### src/rtl/keypad_scanner.sv
`default_nettype none
// ============================================================================
// Module      : keypad_scanner
// Description : Column scanner for a 4x4 active-high matrix keypad. Drives one
//               column at a time, samples the synchronised rows, debounces
//               press and release, and freezes the scan while a key is held.
//               Outputs feed keycode_generator.
// Ports       : clk            - system clock
//               rst_n          - asynchronous active-low reset
//               rows[3:0]      - raw keypad rows (async, bit3 = top row)
//               col_drive[3:0] - one-hot column drive (bit3 = first column)
//               col_shift_reg  - column of the last accepted key (one-hot)
//               row_capture    - row pattern of the last accepted key
//               key_pressed    - high while the debounced key is held
//               key_event      - one-cycle pulse as key_pressed rises
// Options     : KEYPAD_MULTIKEY_REJECT_EN - when defined, row patterns with
//               more than one bit set are never accepted as a key.
// Revision    : 1.0 - initial release
// ============================================================================
module keypad_scanner #(
    parameter int SCAN_DIV        = 1000,
    parameter int DEBOUNCE_CYCLES = 50000
) (
    input  logic       clk,
    input  logic       rst_n,
    input  logic [3:0] rows,
    output logic [3:0] col_drive,
    output logic [3:0] col_shift_reg,
    output logic [3:0] row_capture,
    output logic       key_pressed,
    output logic       key_event
);

    localparam int c_MAX_CNT = (SCAN_DIV > DEBOUNCE_CYCLES) ? SCAN_DIV : DEBOUNCE_CYCLES;
    localparam int c_CNT_W   = $clog2(c_MAX_CNT + 1);
    localparam logic [c_CNT_W-1:0] c_SCAN_LAST = c_CNT_W'(SCAN_DIV - 1);
    localparam logic [c_CNT_W-1:0] c_DEB_LAST  = c_CNT_W'(DEBOUNCE_CYCLES - 1);
    localparam logic [c_CNT_W-1:0] c_CNT_ONE   = c_CNT_W'(1);

    typedef enum logic [1:0] {
        ST_SCAN        = 2'd0,
        ST_DEB_PRESS   = 2'd1,
        ST_PRESSED     = 2'd2,
        ST_DEB_RELEASE = 2'd3
    } state_t;

    state_t               r_state;
    state_t               w_state_nxt;
    logic [c_CNT_W-1:0]   r_cnt;
    logic [c_CNT_W-1:0]   w_cnt_nxt;
    logic [3:0]           r_rows_meta;
    logic [3:0]           r_rows_s;
    logic [3:0]           r_cand;
    logic [3:0]           w_cand_nxt;
    logic [3:0]           r_col;
    logic [3:0]           w_col_nxt;
    logic [3:0]           r_col_shift;
    logic [3:0]           r_row_cap;
    logic                 r_key_pressed;
    logic                 r_key_event;
    logic                 r_accept;
    logic                 w_accept;
    logic                 w_release_done;
    logic                 w_key_valid;
    logic                 w_press_abort;

`ifdef KEYPAD_MULTIKEY_REJECT_EN
    // x & (x-1) clears the lowest set bit; anything left means two or more keys.
    logic w_multi;
    assign w_multi       = |(r_rows_s & (r_rows_s - 4'd1));
    assign w_key_valid   = (r_rows_s != 4'd0) && !w_multi;
    assign w_press_abort = (r_rows_s != r_cand) || w_multi;
`else
    assign w_key_valid   = (r_rows_s != 4'd0);
    assign w_press_abort = (r_rows_s != r_cand);
`endif

    always_comb begin
        w_state_nxt    = r_state;
        w_cnt_nxt      = r_cnt;
        w_col_nxt      = r_col;
        w_cand_nxt     = r_cand;
        w_accept       = 1'b0;
        w_release_done = 1'b0;
        case (r_state)
            ST_SCAN: begin
                if (r_cnt == c_SCAN_LAST) begin
                    w_cnt_nxt = '0;
                    if (w_key_valid) begin
                        w_cand_nxt  = r_rows_s;
                        w_state_nxt = ST_DEB_PRESS;
                    end else begin
                        w_col_nxt = {r_col[0], r_col[3:1]};
                    end
                end else begin
                    w_cnt_nxt = r_cnt + c_CNT_ONE;
                end
            end
            ST_DEB_PRESS: begin
                // Column stays put so an abort re-dwells the same column.
                if (w_press_abort) begin
                    w_cnt_nxt   = '0;
                    w_state_nxt = ST_SCAN;
                end else if (r_cnt == c_DEB_LAST) begin
                    w_cnt_nxt   = '0;
                    w_accept    = 1'b1;
                    w_state_nxt = ST_PRESSED;
                end else begin
                    w_cnt_nxt = r_cnt + c_CNT_ONE;
                end
            end
            ST_PRESSED: begin
                // Pattern changes while still nonzero are ignored on purpose.
                if (r_rows_s == 4'd0) begin
                    w_cnt_nxt   = '0;
                    w_state_nxt = ST_DEB_RELEASE;
                end
            end
            ST_DEB_RELEASE: begin
                if (r_rows_s != 4'd0) begin
                    w_cnt_nxt   = '0;
                    w_state_nxt = ST_PRESSED;
                end else if (r_cnt == c_DEB_LAST) begin
                    w_cnt_nxt      = '0;
                    w_col_nxt      = {r_col[0], r_col[3:1]};
                    w_release_done = 1'b1;
                    w_state_nxt    = ST_SCAN;
                end else begin
                    w_cnt_nxt = r_cnt + c_CNT_ONE;
                end
            end
            default: begin
                w_cnt_nxt   = '0;
                w_state_nxt = ST_SCAN;
            end
        endcase
    end

    always_ff @(posedge clk or negedge rst_n) begin
        if (!rst_n) begin
            r_rows_meta   <= 4'd0;
            r_rows_s      <= 4'd0;
            r_state       <= ST_SCAN;
            r_cnt         <= '0;
            r_col         <= 4'b1000;
            r_cand        <= 4'd0;
            r_col_shift   <= 4'd0;
            r_row_cap     <= 4'd0;
            r_accept      <= 1'b0;
            r_key_pressed <= 1'b0;
            r_key_event   <= 1'b0;
        end else begin
            r_rows_meta <= rows;
            r_rows_s    <= r_rows_meta;
            r_state     <= w_state_nxt;
            r_cnt       <= w_cnt_nxt;
            r_col       <= w_col_nxt;
            r_cand      <= w_cand_nxt;
            if (w_accept) begin
                r_row_cap   <= r_cand;
                r_col_shift <= r_col;
            end
            // key_pressed/key_event lag the capture by one cycle so the
            // captured code is already stable when key_pressed rises.
            r_accept    <= w_accept;
            r_key_event <= r_accept;
            if (r_accept) begin
                r_key_pressed <= 1'b1;
            end else if (w_release_done) begin
                r_key_pressed <= 1'b0;
            end
        end
    end

    assign col_drive     = r_col;
    assign col_shift_reg = r_col_shift;
    assign row_capture   = r_row_cap;
    assign key_pressed   = r_key_pressed;
    assign key_event     = r_key_event;

endmodule
`default_nettype wire

### config.mk
export PLATFORM = sky130hd
export DESIGN_NAME = keypad_scanner
export DESIGN_NICKNAME = d
export VERILOG_FILES = /design/src/rtl/keypad_scanner.sv
export SDC_FILE = /design/constraint.sdc
export NUM_CORES = 1
export LEC_CHECK = 0
export CAP_MARGIN = 20
export CORE_UTILIZATION = 45
export DETAILED_ROUTE_END_ITERATION = 16
export PLACE_DENSITY_LB_ADDON = 0.2
export SLEW_MARGIN = 20
export SYNTH_ARGS = -nofsm -noshare
export SYNTH_HDL_FRONTEND = slang
export SYNTH_SLANG_ARGS = --single-unit
export TNS_END_PERCENT = 30
### constraint.sdc
create_clock -name clk -period 2.8 [get_ports clk]
set_input_delay 0.56 -clock clk [delete_from_list [all_inputs] [get_ports clk]]
set_output_delay 0.56 -clock clk [all_outputs]
set_load 0.005 [all_outputs]
# Word-level counts from Yosys, hierarchy flattened
# Index checks and enable logic that the tools add are counted.
classes:
  muxes: 26
  mul: 0
  shift: 0
  reduce_logical: 8
  n_addsub: 1
  order_cmp: 0
  bitwise_logic: 0
  n_eq_ne: 14
  div: 0
op_table:
  columns: ["operator", "n"]
  rows:
  - ["2-to-1 mux 16 bit", 5]
  - ["case mux 16 bit (4 select lines)", 1]
  - ["adder 16 x 1 -> 16 bit (second input constant)", 1]
  - ["equality test 16 x 10 -> 1 bit (second input constant)", 1]
  - ["equality test 16 bit (second input constant)", 1]
  - ["2-to-1 mux 4 bit", 4]
  - ["2-to-1 mux 2 bit", 7]
  - ["inequality test 2 bit (second input constant)", 6]
  - ["AND reduction 5 bit", 2]
  - ["case mux 2 bit (4 select lines)", 1]
  - ["case mux 4 bit (2 select lines)", 1]
  - ["2-to-1 mux 1 bit", 7]
  - ["inequality test 3 bit (second input constant)", 2]
  - ["equality test 2 bit (second input constant)", 2]
  - ["logical NOT 4 bit", 1]
  - ["inequality test 4 bit", 1]
  - ["nonzero test 2 bit", 2]
  - ["nonzero test 4 bit", 1]
  - ["AND reduction 3 bit", 1]
  - ["equality test 2 x 1 -> 1 bit (second input constant)", 1]
  - ["logical NOT 2 bit", 1]
totals:
  reg_bits: 45
  word_cells: 60
  latch_bits: 0
  romBits: 0
  ramBits: 0
  mem_count: 0

# Depth between registers and ports, before layout
logic_depth:
  depth_word: 6
  depth_mapped: 7

# Least setup slack after synthesis
# OpenSTA, ideal clock, no wires.
synth_path:
  kind: "reg-to-reg"
  from: "register r_cnt[11]"
  to: "register r_col[0], in the netlist col_drive[0]"
  n_path_buf: 0
  arrival_ns: 1.961
  synth_period_minus_slack_ns: 2.088
  stages_incl_launch_ff: 6
  required_time_ns: 2.672
  setup_slack_ns: 0.712
  cell_sequence: "dfrtp_1 or3_1 or4_1 nor4_4 o21ai_2 mux2_1"
synth_between:
  elab_chain_len: 3
synth_lines:
  columns: ["element", "line_no", "source"]
  rows:
  - ["start, declared", "49", "logic [c_CNT_W-1:0] r_cnt;"]
  - ["start signal, assigned", "156", "r_cnt <= w_cnt_nxt;"]
  - ["equality test 16 bit / equality test 16 x 10 -> 1 bit (equally long branches)", "123, 87", null]
  - ["inequality test 2 bit (no source line)", null, null]
  - ["AND reduction 5 bit (no source line) *", null, null]
  - ["end signal, assigned", "157", "r_col <= w_col_nxt;"]
  - ["end, declared", "55", "logic [3:0] r_col;"]
# Every way passes the cells marked *; elsewhere a longest branch is shown, timed or not.
# A chain may end at the register's enable or synchronous reset.

# Final worst setup path
layout_path:
  from: "register r_cnt[4]"
  to: "register r_cnt[6]"
layout_between:
  elab_chain_len: 4
layout_lines:
  columns: ["element", "line_no", "source"]
  rows:
  - ["adder 16 x 1 -> 16 bit / equality test 16 bit (equally long branches)", null, null]
  - ["2-to-1 mux 16 bit", "104, 123", null]
  - ["2-to-1 mux 16 bit (on tied branches)", "120, 101", null]
  - ["case mux 16 bit (4 select lines) *", "85", "case (r_state)"]
# Marked as above.

==> impl_metrics.csv <==
group,metric,value,unit
routing,drtAntennaViolNets,0,
floorplanning,dieArea,0.004894,mm2
finish,seq_area,0.001127,mm2
flow_run,maxCapViolCount,0,
routing,wirelength,3615,um
floorplanning,row_count,24,
global_routing,grt_start_max_net_pins,46,
timing,worst_clock_skew,3.778,ps
synth,synth_edf_count,0,
global_routing,grt_use_total,16.76,%
floorplanning,die_w,69.96,um
timing,clock.fmax,0.4131,GHz
timing,rsz0062_at_grt,"false",
timing,hold_viol_final,0,
routing,wl_per_cell,14.23,um
clocking,post-cts-setup-buffer-count,0,
global_routing,first_global_vias,1376,
timing,max_slew_margin,57.17,%
worst_setup_path,regToRegSetupSlack,380,ps
routing,via_per_inst,5.531,
worst_setup_path,worst_setup_path_start_kind,"flop",
finish,nets,208,
finish,max_flop_register,"r_cnt",
power,p_per_area,450.0,mW/mm2
clocking,clk_pin_slew_worst_paths,70,ps
floorplanning,core,0.004384,mm2
finish,largest_reg_flops,16,
worst_setup_path,cp.required,2940,ps
timing,final-setup-viol-count,0,
finish,fillerInstances,379,
floorplanning,num_io_pins,20,
clocking,clock_latency,290,ps
synth,synth_common_cells,"dfrtp_1 (44), nor2_1 (19), nand2_1 (12), nand3_1 (11)",
timing,finalSetupTns,0,ps
synth,avgSynthCellArea,11.68,um2
finish,diodes,0,
finish,finalNonFillerCells,254,
floorplanning,die_y,69.96,um
status,status,"complete, no violations",
power,peakVddDrop,0.2422,mV
worst_setup_path,crit_chain,"or4_1 > nor4_4 > o21ai_1 > a221oi_4 > nor2_1",
synth,synthArstFlopShare,100.0,%
place,dp.cells,246,
worst_setup_path,crit_family,"simple AND/OR/NAND/NOR gates",
worst_setup_path,cp-end-kind,"flop",
power,leakage,1.072,nW
synth,synth_top_flop_cell,"dfrtp_1",
routing,drc,0,
synth,yosys_register_bits,45,
global_routing,antenna_found_initial,0,
synth,syn-num-nets,185,
global_routing,grt.overflow.total,0,
finish,syn2layout_area_growth,15.77,%
synth,yosysMostFrequentCell,"dfrtp_1",
worst_setup_path,path_buf_inv,0,
clocking,ctsHoldBuffers,0,
clocking,cts_buffers,5,
worst_setup_path,cpMaxStageDelayCell,"or4_1",
floorplanning,start_util,47.40,%
clocking,htree_levels,2,
synth,synth_area_leaders,"dfrtp_1 (53%), mux2_2 (5.4%), xor2_1 (4.2%)",
routing,firstDrtPassIters,5,
worst_setup_path,critical-path-max-stage-delay,600,ps
timing,worstMarginPinSlew,642.5,ps
clocking,cts.root.buffer_cell,"clkbuf_8",
clocking,clock_path_buffers,2,
worst_setup_path,criticalPathCategory,"flop to flop",
finish,final_layout_size_suffix_gt1_share,13.86,%
synth,syn_inst,178,
worst_setup_path,crit_arrival,2560,ps
synth,yosys_warnings,0,
place,port-buffer-count,19,
timing,slew_viol_final,0,
timing,finalCritPeriodShare,86.46,%
place,dp_hpwl,2606,um
clocking,post_cts_resized,0,
synth,ys_seq_area_share,54.24,%
routing,drtIter0Drc,62,
synth,synth_area_leader_cell,"dfrtp_1",
clocking,cts_tree,"built",
synth,synth_top_area_share,52.98,%
place,gp_congestion,0.9139,
worst_setup_path,cp_max_fo,14,
clocking,cts_sinks,45,
timing,fin_ws,379.1,ps
routing,vias,1405,
timing,period_needed,2421,ps
place,pre_cts_ws,391.0,ps
global_routing,grt_pass1_wl,6430,um
hold_path,hold_class,"primary input to asynchronous set/reset pin",
synth,synthesis.area,0.002078,mm2
finish,multi_input_area,909.6,um2
synth,ys_types,43,
==> area by class of cell <==
type                       count  area share [%]
multi-input combinational    125           37.81
timing repair buffer          21           8.424
sequential                    45           46.85
clock buffer                   8           3.744
inverter                       3          0.4680
tap                           52           2.704
==> per-stage QoR <==
stage | total power, mW | hold slack [ps] | utilization (%) | cell area, um2
final | 1.083 | 252.2 | 54.88 | 2406
after global placement | 0.6962 | 334.0 | 52.77 | 2313
after global routing | 1.129 | 296.0 | 54.88 | 2406
after detailed placement | 0.6973 | 336.3 | 52.77 | 2313
after CTS | 1.099 | 354.9 | 54.82 | 2404
after floorplan | 0.6762 | 264.4 | - | 2078
==> cells by family after synthesis <==
| group | count (synthesis) | share of synthesized area [%] |
|---|---|---|
| simple gates | 76 | 20.35 |
| flops | 45 | 54.24 |
| compound gates | 19 | 8.910 |
| xor+xnor | 15 | 6.321 |
| mux | 14 | 7.586 |
| buf+inv | 8 | 1.986 |
| fa+ha+maj | 1 | 0.6020 |
==> worst paths after layout <==
| path | depth (start not counted) | startpoint | endpoint |
|---|---|---|---|
| max in group asynchronous | 1 | rst_n | col_drive[3]$_DFFE_PN1P_ |
| setup / recovery | 5 | r_cnt[4]$_DFFE_PN0P_ | r_cnt[6]$_DFFE_PN0P_ |
| min in group clk | 0 | r_rows_meta[2]$_DFF_PN0_ | r_rows_s[2]$_DFF_PN0_ |
| hold / removal | 1 | rst_n | r_cnt[15]$_DFFE_PN0P_ |
| setup reg to reg | 5 | r_cnt[4]$_DFFE_PN0P_ | r_cnt[6]$_DFFE_PN0P_ |
| hold reg to reg | 0 | r_rows_meta[2]$_DFF_PN0_ | r_rows_s[2]$_DFF_PN0_ |
==> where the power goes <==
| group | total, mW | internal [mW] | switching [mW] |
|---|---|---|---|
| clock network | 0.399 | 0.201 | 0.198 |
| logic | 0.0243 | 0.00836 | 0.0159 |
| registers | 0.659 | 0.655 | 0.00400 |
| total | 1.08 | 0.865 | 0.218 |
==> cells in the final DEF, fill, tap and decap left out, types with 4 or more instances in the layout <==
cell type        netlist  routed
clkbuf_8               0       6
mux2_2                10      10
mux2_1                 4       4
nand2b_1               4       4
clkdlybuf4s50_1        0      18
xor2_1                10      10
or3_1                  4       4
nand3_1               11      11
nor2b_1                4       4
xnor2_1                5       5
nand2_1               12      12
nor2_1                19      19
dfrtp_1               44      44
==> per-layer routing <==
layer	routed length [um]	up-vias	GRT usage, %
li1	-	675	-
met1	1713	696	22.45
met2	1708	24	25.75
met3	83	10	3.175
met4	110	0	9.111
met5	0	-	0
Power figures use the tool's default switching activity.
